--- config.mk ---
export PLATFORM = sky130hd
export DESIGN_NAME = mlo_layer_sequencer
export DESIGN_NICKNAME = d
export VERILOG_FILES = /design/src/rtl/mlo_layer_sequencer.sv
export SDC_FILE = /design/constraint.sdc
export NUM_CORES = 1
export LEC_CHECK = 0
export BUFFER_PORTS_ARGS = -buffer_cell sky130_fd_sc_hd__buf_2
export CAP_MARGIN = 5
export CELL_PAD_IN_SITES_DETAIL_PLACEMENT = 0
export CELL_PAD_IN_SITES_GLOBAL_PLACEMENT = 2
export CORE_MARGIN = 3
export CORE_UTILIZATION = 24
export CTS_CLUSTER_SIZE = 30
export DETAILED_ROUTE_END_ITERATION = 12
export PLACE_DENSITY_LB_ADDON = 0.1
export SKIP_CTS_REPAIR_TIMING = 1
export SLEW_MARGIN = 10
export SYNTH_ARGS = -nofsm -noshare
export SYNTH_HDL_FRONTEND = slang
export SYNTH_SLANG_ARGS = --single-unit
--- constraint.sdc ---
create_clock -name aclk -period 1.7 [get_ports aclk]
set_input_delay 0.085 -clock aclk [delete_from_list [all_inputs] [get_ports aclk]]
set_output_delay 0.085 -clock aclk [all_outputs]
set_load 0.01 [all_outputs]
--- src/rtl/mlo_layer_sequencer.sv ---
// Per-frame layer scheduler: accepts a frame index, issues one weight-fetch command per layer,
// waits for each layer-complete token, then forwards the finished frame index downstream.
module mlo_layer_sequencer #(
  parameter int                   N_MAX_LAYERS   = 16,
  parameter int                   ADDR_BITS      = 64,
  parameter int                   CNT_BITS       = 16,
  parameter logic [ADDR_BITS-1:0] ADDR_INT       = '0,
  parameter logic [ADDR_BITS-1:0] LAYER_OFFS_INT = '0
) (
  input  logic                 aclk,
  input  logic                 aresetn,
  input  logic [CNT_BITS-1:0]  n_layers,
  input  logic [CNT_BITS-1:0]  s_idx_tdata,
  input  logic                 s_idx_tvalid,
  output logic                 s_idx_tready,
  output logic [CNT_BITS-1:0]  m_cmd_layer,
  output logic [ADDR_BITS-1:0] m_cmd_addr,
  output logic                 m_cmd_last,
  output logic                 m_cmd_tvalid,
  input  logic                 m_cmd_tready,
  input  logic                 s_ldone_tvalid,
  output logic                 s_ldone_tready,
  output logic [CNT_BITS-1:0]  m_idx_tdata,
  output logic                 m_idx_tvalid,
  input  logic                 m_idx_tready,
  output logic [1:0]           done_if,
  output logic                 busy
);

  localparam logic [1:0] ST_IDLE = 2'd0;
  localparam logic [1:0] ST_CMD  = 2'd1;
  localparam logic [1:0] ST_WAIT = 2'd2;
  localparam logic [1:0] ST_OUT  = 2'd3;

  localparam logic [CNT_BITS-1:0] MAX_EFF = CNT_BITS'(N_MAX_LAYERS);

  logic [1:0]           state_q, state_d;
  logic                 run_q;
  logic [CNT_BITS-1:0]  idx_q, idx_d;
  logic [CNT_BITS-1:0]  last_layer_q, last_layer_d;
  logic [CNT_BITS-1:0]  layer_q, layer_d;
  logic [ADDR_BITS-1:0] addr_q, addr_d;

  logic [CNT_BITS-1:0]  eff;
  logic                 cmd_is_last;
  logic                 idx_hs, cmd_hs, ldone_hs, out_hs;

  assign eff         = (n_layers > MAX_EFF) ? MAX_EFF : n_layers;
  assign cmd_is_last = (layer_q == last_layer_q);

  // run_q keeps s_idx_tready low while reset is asserted, even though the state reads IDLE.
  assign s_idx_tready   = run_q && (state_q == ST_IDLE);
  assign m_cmd_tvalid   = (state_q == ST_CMD);
  assign m_cmd_layer    = layer_q;
  assign m_cmd_addr     = addr_q;
  assign m_cmd_last     = m_cmd_tvalid && cmd_is_last;
  assign s_ldone_tready = (state_q == ST_WAIT);
  assign m_idx_tvalid   = (state_q == ST_OUT);
  assign m_idx_tdata    = idx_q;
  assign busy           = (state_q != ST_IDLE);

  assign idx_hs   = s_idx_tvalid   && s_idx_tready;
  assign cmd_hs   = m_cmd_tvalid   && m_cmd_tready;
  assign ldone_hs = s_ldone_tvalid && s_ldone_tready;
  assign out_hs   = m_idx_tvalid   && m_idx_tready;
  assign done_if  = {out_hs, ldone_hs};

  always_comb begin
    // NOTE: every next-state signal takes its hold value first, so no path can infer a latch.
    state_d      = state_q;
    idx_d        = idx_q;
    last_layer_d = last_layer_q;
    layer_d      = layer_q;
    addr_d       = addr_q;
    case (state_q)
      ST_IDLE: begin
        if (idx_hs) begin
          idx_d        = s_idx_tdata;
          last_layer_d = eff - CNT_BITS'(1);
          layer_d      = '0;
          addr_d       = ADDR_INT;
          state_d      = (eff == '0) ? ST_OUT : ST_CMD;
        end
      end
      ST_CMD: begin
        if (cmd_hs) state_d = ST_WAIT;
      end
      ST_WAIT: begin
        if (ldone_hs) begin
          if (cmd_is_last) begin
            state_d = ST_OUT;
          end else begin
            layer_d = layer_q + CNT_BITS'(1);
            addr_d  = addr_q + LAYER_OFFS_INT;
            state_d = ST_CMD;
          end
        end
      end
      ST_OUT: begin
        if (out_hs) state_d = ST_IDLE;
      end
      default: state_d = ST_IDLE;
    endcase
  end

  // NOTE: state registers use non-blocking assignments so every flop samples pre-edge values.
  always_ff @(posedge aclk or negedge aresetn) begin
    if (!aresetn) begin
      state_q      <= ST_IDLE;
      run_q        <= 1'b0;
      idx_q        <= '0;
      last_layer_q <= '0;
      layer_q      <= '0;
      addr_q       <= '0;
    end else begin
      state_q      <= state_d;
      run_q        <= 1'b1;
      idx_q        <= idx_d;
      last_layer_q <= last_layer_d;
      layer_q      <= layer_d;
      addr_q       <= addr_d;
    end
  end

endmodule

==> impl_metrics.env <==
export IMPL_clk_pin_slew_ns=0.07
export IMPL_synth_xor_area_share_pct=4.71
export IMPL_synth_mux_area_fraction_pct=5.58
export IMPL_total_leakage_power_nw=2.18
export IMPL_cpPeakStageDelay_ns=0.43
export IMPL_synth_area_leaders="dfrtp_1, buf_4, nand2_1"
export IMPL_drt_wl_total_mm=8.57
export IMPL_place_congestion=0.727
export IMPL_crit_path_cell_trace="xnor2_2 -> nand4_1 -> nor4_4 -> buf_6 -> and2_4 -> buf_6"
export IMPL_r2r_cells=7
export IMPL_clock_sinks=51
export IMPL_die_area_mm2=0.0146
export IMPL_core_mm2=0.0127
export IMPL_die_h_um=121
export IMPL_area_growth_pct=32.4
export IMPL_fin_skew_ns=0.0113
export IMPL_hpwl_mm=6.33
export IMPL_ir_drop_v=0.000371
export IMPL_gr_usage_all_layers_pct=11.7
export IMPL_htreeDepth=2
export IMPL_fin_crit_ns=1.88
export IMPL_synth_area_mm2=0.00316
export IMPL_cp_end_kind="primary output"
export IMPL_critPathLaunch="m_cmd_layer[11]"
export IMPL_rows=41
export IMPL_dp_cells=641
export IMPL_cts_tree="built"
export IMPL_yosysWarnings=0
export IMPL_overflow=0
export IMPL_synth_simple_area_share_pct=24.0
export IMPL_clockBufferDepth=2
export IMPL_die_width_um=121
export IMPL_critical_path_peak_fanout=6
export IMPL_post_route_util_pct=32.9
export IMPL_synth_ff_type="dfrtp_1"
export IMPL_grt_max_degree=43
export IMPL_start_util_pct=24.8
export IMPL_timing_fmax_ghz=0.532
export IMPL_dr_pass1_iters=4
export IMPL_drive_gt1_share_pct=32.3
export IMPL_ant_nets=0
export IMPL_critPathSlowestCell="dfrtp_1"
export IMPL_yosysSeqAreaShare_pct=40.4
export IMPL_diodes=0
export IMPL_grt_pass1_vias=2388
export IMPL_instances_no_fill=665
export IMPL_dr_wl_met2_mm=3.99
export IMPL_r2r_start="m_cmd_layer[11]"
export IMPL_nFillCells=1363
export IMPL_topRoutingLayerUsed="met4"
export IMPL_finalHoldViolCount=7
export IMPL_antenna_found_initial=0
export IMPL_maxCapViolations=0
export IMPL_cpMostUsedCell="buf_6"
export IMPL_grt_pass1_wl_mm=13.3
export IMPL_holdWs_ns=-0.0216
export IMPL_yosysTopAreaCell="dfrtp_1"
export IMPL_route_detailed_drc=0
export IMPL_p_per_area_mw_per_mm2=1050
export IMPL_synth_cell_types=40
export IMPL_netlist_instances=363
export IMPL_hold_path_class="in -> reg"
export IMPL_wl_per_cell_um=12.9
export IMPL_cts_inserted_buffers=5
export IMPL_rsz0062_at_grt="true"
export IMPL_hold_start="s_idx_tdata[0]"
export IMPL_worst_ep_arrival_time_ns=1.79
export IMPL_synth_compound_area_share_pct=5.74
export IMPL_wl_met1_mm=4.02
export IMPL_ys_async_sr_fraction_pct=100
export IMPL_report_final_setup_viol=12
export IMPL_synth_edf_count=0
export IMPL_cts_root_buf="clkbuf_16"
export IMPL_slew_viol_final=0
export IMPL_path_class="reg -> out"
export IMPL_ios=142
export IMPL_wl_met3_um=444
export IMPL_synth_fa_ha_area_share_pct=0.792
export IMPL_violations="hold timing, setup timing"
export IMPL_avgSynthCellArea_um2=8.70
export IMPL_worstSetupStartpointType="register"
export IMPL_synth_top_family_by_area="simple AND/OR/NAND/NOR gates"
export IMPL_fin_area_mm2=0.00418
export IMPL_clkLatencyLatePin_ns=0.30
export IMPL_ys_ff_latch=51
export IMPL_nets=532
export IMPL_via_per_inst=3.95
export IMPL_placed_cell_area_mm2=0.00379
export IMPL_vias=2625
export IMPL_required_ns=1.62
export IMPL_worst_slack_ns=-0.179
export IMPL_post_route_period_util_pct=111
export IMPL_netlist_area_leader_share_pct=40.4
export IMPL_first_iter_violations=147
export IMPL_timing_setup_tns_ns=-1.00
export IMPL_hold_depth=3
export IMPL_port_buffers=77
export IMPL_status="finished, violations left"
worst paths after layout:
check | endpoint | slack, ns
setup / recovery | m_cmd_last | -0.18
hold / removal | m_idx_tdata[0] | -0.02
setup reg to reg | m_cmd_layer[15] | -0.10
hold reg to reg | m_idx_tdata[5] | 0.47
max in group asynchronous | m_cmd_layer[1] | 0.88
min in group asynchronous | last_layer_q[14] | 0.25
area by class of cell:
class	instances	area [um^2]	area share (%)
tap	172	215	5.15
multi-input combinational	292	1610	38.5
inverter	4	15.0	0.359
timing repair buffer	138	898	21.5
clock inverter	1	30.0	0.718
clock buffer	7	133	3.17
sequential	51	1280	30.7
critical path, delay by kind of cell (launching register included):
family                    cells  cell delay, ns
and+or+nand+nor               3            0.66
xor gates and xnor gates      1            0.15
buffers and inverters         2            0.25
DFF                           1            0.43
power breakdown:
group	switching (mW)	internal, mW	leakage, nW	total, mW
Combinational	0.890	0.691	1.45	1.58
Clock	0.480	0.698	0.0781	1.18
Sequential	0.157	1.46	0.659	1.62
per-layer routing:
| layer | GRT usage (%) | up-vias |
|---|---|---|
| met3 | 1.82 | 6 |
| met4 | 3.61 | 0 |
| li1 | - | 1308 |
| met5 | 0 | - |
| met1 | 16.2 | 1217 |
| met2 | 18.8 | 94 |
Yosys cell counts, types with 2 or more instances:
| master | number |
|---|---|
| dfrtp_1 | 51 |
| o21ai_0 | 5 |
| buf_2 | 6 |
| nand3_1 | 9 |
| conb_1 | 2 |
| buf_4 | 67 |
| nor4_1 | 4 |
| inv_1 | 4 |
| and2_1 | 4 |
| a211oi_1 | 3 |
| mux2i_1 | 15 |
| ha_1 | 2 |
| clkbuf_1 | 3 |
| buf_6 | 2 |
| a21oi_1 | 11 |
| and3_1 | 5 |
| nor2b_1 | 4 |
| o211ai_1 | 2 |
| nor2_1 | 7 |
| nand2_1 | 104 |
| xnor2_1 | 16 |
| nand4_1 | 8 |
| nand2b_1 | 12 |
logic make-up after synthesis:
kind of cell,count (synthesis)
AND/OR/NAND/NOR,164
buffers and inverters,83
flip-flops,51
AO/OA/AOI/OAI,27
XOR/XNOR,17
multiplexers,17
adder cells (fa/ha/maj),2
other,2
state kept, by name (all words and copies together), names as in the netlist:
register      flops
last_layer_q     16
m_cmd_layer      16
m_idx_tdata      16
state_q           2
run_q             1
metrics by stage:
step | worst slack (ns) | total power, mW
after global placement | -0.162 | 3.17
after CTS | -0.399 | 4.37
after global routing | -0.270 | 4.68
after floorplan | -0.0525 | 2.60
final | -0.179 | 4.38
after detailed placement | -0.0881 | 3.17
layout by cell type (no fill, tap or decap), types with 2 or more instances in the layout:
cell and count:
nand2_1 103, buf_2 76, conb_1 65, buf_4 47, dfrtp_1 46, mux2i_1 15
xnor2_1 12, nand2b_1 12, dlygate4sd3_1 10, nand4_1 8, a21oi_1 8, nor2_1 7
nand3_1 7, and3_1 5, clkbuf_16 5, dfrtp_2 5, nor4_1 4, inv_1 4
xnor2_2 4, o21ai_0 4, a21oi_2 4, buf_6 4, and2_1 3, nor2b_1 3
a211oi_1 3, nand3_2 2, o211ai_1 2, ha_1 2, clkbuf_1 2
No activity file was read; power rests on OpenSTA's default activity.
